===== config.mk =====
export PLATFORM = sky130hd
export DESIGN_NAME = imem_boot_loader
export DESIGN_NICKNAME = d
export VERILOG_FILES = /design/src/rtl/imem_boot_loader.sv
export SDC_FILE = /design/constraint.sdc
export NUM_CORES = 1
export LEC_CHECK = 0
export BUFFER_PORTS_ARGS = -buffer_cell sky130_fd_sc_hd__buf_4
export CAP_MARGIN = 20
export CORE_MARGIN = 2
export CORE_UTILIZATION = 56
export CTS_CLUSTER_SIZE = 10
export DETAILED_ROUTE_END_ITERATION = 8
export PLACE_DENSITY = 0.89
export SYNTH_ARGS = -nofsm -noshare
export SYNTH_HDL_FRONTEND = slang
export SYNTH_SLANG_ARGS = --single-unit

===== constraint.sdc =====
create_clock -name clk -period 9.3 [get_ports clk]
set_clock_uncertainty 0.05 [all_clocks]
set_input_delay 0.93 -clock clk [delete_from_list [all_inputs] [get_ports clk]]
set_output_delay 0.93 -clock clk [all_outputs]
set_load 0.005 [all_outputs]

===== src/rtl/imem_boot_loader.sv =====
// Boot sequencer: clears IMEM, packs a little-endian byte stream into 32-bit words,
// writes them to IMEM, then releases the core after a hold-off.
module imem_boot_loader #(
    parameter int ADDR_W     = 10,
    parameter int CLR_CYCLES = 2,
    parameter int RST_HOLD   = 4
) (
    input  logic              clk,
    input  logic              rst,
    input  logic              start,
    input  logic [ADDR_W:0]   load_len,
    input  logic              s_valid,
    input  logic [7:0]        s_data,
    output logic              s_ready,
    output logic              rst_im,
    output logic              write_en,
    output logic [ADDR_W-1:0] write_addr,
    output logic [31:0]       write_data,
    output logic              core_rst,
    output logic              busy,
    output logic              done,
    output logic [2:0]        state_dbg
);

    typedef enum logic [2:0] {
        S_IDLE  = 3'd0,
        S_CLEAR = 3'd1,
        S_LOAD  = 3'd2,
        S_WRITE = 3'd3,
        S_HOLD  = 3'd4,
        S_RUN   = 3'd5
    } state_t;

    localparam int DEPTH   = 1 << ADDR_W;
    localparam int CNT_MAX = (CLR_CYCLES > RST_HOLD) ? CLR_CYCLES : RST_HOLD;
    localparam int CNT_W   = $clog2(CNT_MAX + 1);

    state_t            state, state_n;
    logic [CNT_W-1:0]  cnt;
    logic [ADDR_W:0]   len;
    logic [ADDR_W:0]   word_cnt;
    logic [1:0]        byte_cnt;
    logic [31:0]       asm_word;
    logic [ADDR_W:0]   len_clamped;
    logic              accept;
    logic              start_ok;

    // Byte stream handshake: a byte transfers on the rising edge where s_valid and
    // s_ready are both high; s_ready is registered and only high in LOAD.
    assign accept      = s_valid && s_ready;
    assign start_ok    = start && ((state == S_IDLE) || (state == S_RUN));
    assign len_clamped = (load_len > (ADDR_W+1)'(DEPTH)) ? (ADDR_W+1)'(DEPTH) : load_len;
    assign state_dbg   = state;

    always_comb begin
        state_n = state;
        case (state)
            S_IDLE, S_RUN: begin
                if (start) state_n = S_CLEAR;
            end
            S_CLEAR: begin
                if (cnt == CNT_W'(CLR_CYCLES - 1))
                    state_n = (len == '0) ? S_HOLD : S_LOAD;
            end
            S_LOAD: begin
                if (accept && (byte_cnt == 2'd3)) state_n = S_WRITE;
            end
            S_WRITE: begin
                state_n = ((word_cnt + (ADDR_W+1)'(1)) == len) ? S_HOLD : S_LOAD;
            end
            S_HOLD: begin
                if (cnt == CNT_W'(RST_HOLD - 1)) state_n = S_RUN;
            end
            default: state_n = S_IDLE;
        endcase
    end

    always_ff @(posedge clk or posedge rst) begin
        if (rst) begin
            state      <= S_IDLE;
            cnt        <= '0;
            len        <= '0;
            word_cnt   <= '0;
            byte_cnt   <= '0;
            asm_word   <= '0;
            s_ready    <= 1'b0;
            rst_im     <= 1'b0;
            write_en   <= 1'b0;
            write_addr <= '0;
            write_data <= '0;
            core_rst   <= 1'b1;
            busy       <= 1'b0;
            done       <= 1'b0;
        end else begin
            state <= state_n;
            // Cycle counter restarts on every state change; only CLEAR and HOLD use it.
            cnt   <= (state_n != state) ? '0 : cnt + CNT_W'(1);

            if (start_ok) begin
                len      <= len_clamped;
                word_cnt <= '0;
                byte_cnt <= '0;
            end

            if (accept) begin
                asm_word[8*byte_cnt +: 8] <= s_data;
                byte_cnt                  <= byte_cnt + 2'd1;
                if (byte_cnt == 2'd3) begin
                    write_addr <= word_cnt[ADDR_W-1:0];
                    write_data <= {s_data, asm_word[23:0]};
                end
            end

            if (state == S_WRITE) word_cnt <= word_cnt + (ADDR_W+1)'(1);

            // Outputs are registered from the next state so they line up with it.
            s_ready  <= (state_n == S_LOAD);
            rst_im   <= (state_n == S_CLEAR);
            write_en <= (state_n == S_WRITE);
            core_rst <= (state_n != S_RUN);
            done     <= (state_n == S_RUN);
            busy     <= (state_n == S_CLEAR) || (state_n == S_LOAD) ||
                        (state_n == S_WRITE) || (state_n == S_HOLD);
        end
    end

endmodule

# Yosys cells after proc, flatten, opt, wreduce, memory -nomap -nowiden
# Index checks and enable logic that the tools add are counted.
# classes
n_addsub,4
shifts,2
n_eq_ne,16
n_reduce_logical,13
magnitude_cmp,1
mux,14
# ops
op,n
5-bit negator with 34-bit output,1
"8-bit by 34-bit variable shift with 32-bit output, first input constant",1
8-bit by 34-bit variable part select with 32-bit output,1
11-bit 2-to-1 mux,3
32-bit bitwise mux,1
3-bit 2-to-1 mux,7
"3-bit by 2-bit == test with 1-bit output, second input constant",5
3-bit case mux with 5 select lines,1
"3-bit == test, second input constant",4
"11-bit by 1-bit adder with 11-bit output, second input constant",1
11-bit == test,1
"11-bit > comparator, second input constant",1
11-bit logical NOT,1
"3-bit by 1-bit == test with 1-bit output, second input constant",3
1-bit logical OR,4
2-bit 2-to-1 mux,2
2-bit nonzero test,2
"3-bit by 1-bit adder with 3-bit output, second input constant",1
1-bit logical AND,3
3-bit logical NOT,1
3-bit != test,1
"3-bit != test, second input constant",1
"2-bit by 1-bit adder with 2-bit output, second input constant",1
"2-bit == test, second input constant",1
other kinds (2),2
# word_totals
output_inout_bits,51
elab_cells,64
reg_bits,110

# Depth between registers and ports, before layout
# depth
ltp_word,8
depth_mapped,7
mapped_depth_nobuf,7

# Worst setup path after synthesis
# OpenSTA, ideal clock, no wires.
# synth_path
path_type,input to register
start,input port s_valid
end,register write_data[0]
cell_stages,4
arrival_ns,2.005
setup_ns,0.125
path_slack_ns,7.121
path_cell_list,buf_2 > nand3_1 > clkbuf_1 > mux2_2
# synth_via
elab_chain_len,2
# synth_rtl
element,line_no,rtl
"start, declared",12,"input logic s_valid,"
1-bit logical AND,50,assign accept = s_valid && s_ready;
2-bit AND reduction (no line),n/a,
"end signal, assigned",110,"write_data <= {s_data, asm_word[23:0]};"
"end, declared",18,"output logic [31:0] write_data,"
# No other way between the ends.
# A chain may end at the register's enable or synchronous reset.

# Worst setup path after layout
# layout_path
start,register byte_cnt[0]
end,register asm_word[17]
# layout_via
elab_chain_len,3
elab_cells_between_ends,4
# layout_rtl
element,line_no,rtl
"start, declared",42,logic [1:0] byte_cnt;
"start signal, assigned",107,byte_cnt <= byte_cnt + 2'd1;
5-bit negator with 34-bit output (*),106,asm_word[8*byte_cnt +: 8] <= s_data;
8-bit by 34-bit variable part select with 32-bit output / 8-bit by 34-bit variable shift with 32-bit output (equally long branches),106,
32-bit bitwise mux (*),106,
"end signal, assigned by index",106,
"end, declared",43,logic [31:0] asm_word;
# Mark *: on every way between the ends. The rest lies on a longest branch, timed or not.

==> metrics <==
status complete, no violations; Synth top area share between 50% and 60%; Post-synth EDFFs 0; max_slew headroom between 40% and 50%; TritonCTS clock tree yes; synthesized area 4589 sq um; H-tree depth 3; Placed Cells incl. Taps 532; proportion of layout cells with a drive suffix above 1 32.88%; crit start category flop; Final Util around two thirds; P per Cell Area 224.9 nW/um^2; Antenna Violating Nets Remaining 0; Post-synth ARST share 100.0%; RSZ-0062 raised after global routing false; Critical Path Sink Type flop; yosys warns 0; Synth Flop Type dfrtp_1; FILL cells around 600; post-synthesis sequential area ratio between 50% and 60%; vias in the first global route 3186; Sequential Area 2554 sq um; critical path fanouts, max 9; Wirelength per Cell 16.50 um; Worst-Margin Slew ~0.86 ns; Finished Layout Cells approximately 550; Num CTS Buffers 9; I/O pin count 74; Synth Instances 372; Die Area a little under 9000 sq um; Gate power share approximately 28%; Tmin final 2.300 ns; setup violators final 0; area of the multi-input gates between 1500 and 2000 sq um; Hold Fails Final Rpt 0; setup TNS 0 ns; nets between 400 and 500; Synth cell types 50; Total GRT Usage between 20% and 30%; syn avg cell area around 12 sq um; Horiz. Die Dim approximately 95 um; Post CTS Setup Buffer Count 0; pin count of the biggest net entering global routing 53; Worst Path Class, Setup flop to flop; Post-CTS Resized 0; Via Count between 3k and 4k; Port-buffer cells 73; hold buffer count at CTS 0; clock tree buffer depth 2; Synth Register Bits about 100; First-pass DRT Iterations 5; Root Buffer clkbuf_8; Lkg Pwr 2.672 nW; CP arrival between 2 and 3 ns; Yosys top cell by area dfrtp_1; drt via density just under 6; Total Wirelength 9060 um; # rows 33; Starting Density between 50% and 60%; Syn Nets 404; worst hold path class flop to flop; top cells by area, synth dfrtp_1, mux2_2, a22o_1; ANT cells 0; CTS clock-pin slew for the worst setup and hold paths about 0.1 ns; initial antenna violation count 0; drt drc 0; initial DRC count about 140; Sink Count about 100; GPL Wtd Cong 0.8518; first-pass GRT wire length 15370 um; P&R area growth vs syn 17.78%; CP required between 9 and 10 ns; Worst-Skew Late Latency roughly 0.37 ns; sequential power share between 40% and 50%; top-count cell post-synth dfrtp_1; Synth top cells by count dfrtp_1, mux2_2, a22o_1; Clk network pwr share 22.9%; GR Overflow Total 0; HPWL Detailed 6466 um; NetSw roughly 0.00040 W; Max Cap Viol 0; Tcrit/Tclk final between 20% and 30%; Max Freq around 430 MHz; Max VDD drop 0.1222 mV; pins over their slew limit 0; CORE AREA ~8100 sq um; Die Y 94.53 um; Sw Ratio between 30% and 40%; design internal power around 0.00082 W
[cells in the final DEF, fill, tap and decap left out, types with 4 or more instances in the layout]
| cell | synthesis | layout |
|---|---|---|
| nor3b_1 | 4 | 4 |
| nor4_1 | 4 | 4 |
| nor2_1 | 9 | 9 |
| nand2b_1 | 9 | 9 |
| ha_1 | 9 | 9 |
| nand3_1 | 11 | 10 |
| and3_1 | 6 | 6 |
| o21ai_0 | 26 | 26 |
| a21oi_1 | 9 | 9 |
| a22o_1 | 28 | 28 |
| dfrtp_1 | 101 | 101 |
| xor2_1 | 8 | 8 |
| clkbuf_8 | 0 | 9 |
| buf_4 | 4 | 75 |
| nand2_1 | 21 | 21 |
| xnor2_1 | 8 | 8 |
| mux2_2 | 41 | 41 |
| inv_1 | 8 | 7 |
[flip-flops by register name, summed over array words and instances, names as in the netlist, 2 cells and up]
| signal | flops |
|---|---|
| write_data | 32 |
| state_dbg | 3 |
| asm_word | 24 |
| word_cnt | 11 |
| byte_cnt | 2 |
| write_addr | 10 |
| len | 11 |
| cnt | 3 |
[metal layers]
metal	vias up	track usage, %	routed length, um
met2	100	36.90	4555
li1	1481	-	-
met3	12	4.469	421
met4	0	7.246	123
met1	1571	29.66	3959
met5	-	0	0
[final timing paths]
path	start	end	slack [ns]	cells past startpoint
worst max register to register	byte_cnt[0]	asm_word[17]	7.00	5
worst max-delay path	byte_cnt[0]	asm_word[17]	7.00	5
worst min register to register	cnt[0]	cnt[0]	0.45	1
min in group asynchronous	rst	write_data[25]	0.57	2
max in group asynchronous	rst	len[10]	7.55	3
worst min-delay path	cnt[0]	cnt[0]	0.45	1
[power by group through the flow]
stage / clock network, W / registers, W / logic [W]
final: 0.000278 / 0.000595 / 0.000343
after floorplan: 0 / 0.000574 / 0.000254
after CTS: 0.000282 / 0.000594 / 0.000346
after detailed placement: 0 / 0.000603 / 0.000342
after global routing: 0.000301 / 0.000607 / 0.000382
after global placement: 0 / 0.000598 / 0.000328
[cells by family (layout without fill, tap and decap cells)]
group                    count (synthesis)  count (layout)  share of synthesized area, %
flip-flops                             102             102                         55.64
multiplexers                            42              42                         10.28
adder cells (fa/ha/maj)                  9               9                         2.454
buffers and inverters                   28             100                         2.863
AO/OA/AOI/OAI                           80              80                         12.70
XOR/XNOR                                16              16                         3.054
AND/OR/NAND/NOR                         95              95                         13.00
[cell type report]
type                    count  share of cell area, %
repair buffers             76                  10.79
clock buffers              10                  2.361
multi-input cells         242                  35.32
flip-flops and latches    102                  47.25
well taps                 105                  2.431
clock inverters             6                  1.250
inverters                   8                 0.6019
[critical path, cell delays in order, from the launching register on]
cell and delay [ns]:
dfrtp_1 0.48, inv_1 0.17, ha_1 0.16, nand3_1 0.33
nor4b_2 0.81, a22o_1 0.24
[through the flow]
stage	hold slack (ns)	setup WS (ns)	instance area [sq um]	total power, W
finish	0.4458	7.000	5405	0.001216
global route	0.4669	6.789	5405	0.001290
CTS	0.4470	6.699	5385	0.001223
detailed placement	0.4278	6.372	5190	0.0009455
global placement	0.4114	6.449	5190	0.0009259
floorplan	0.3943	5.646	4589	0.0008279
Note: power is estimated with default switching activity, not from simulation.
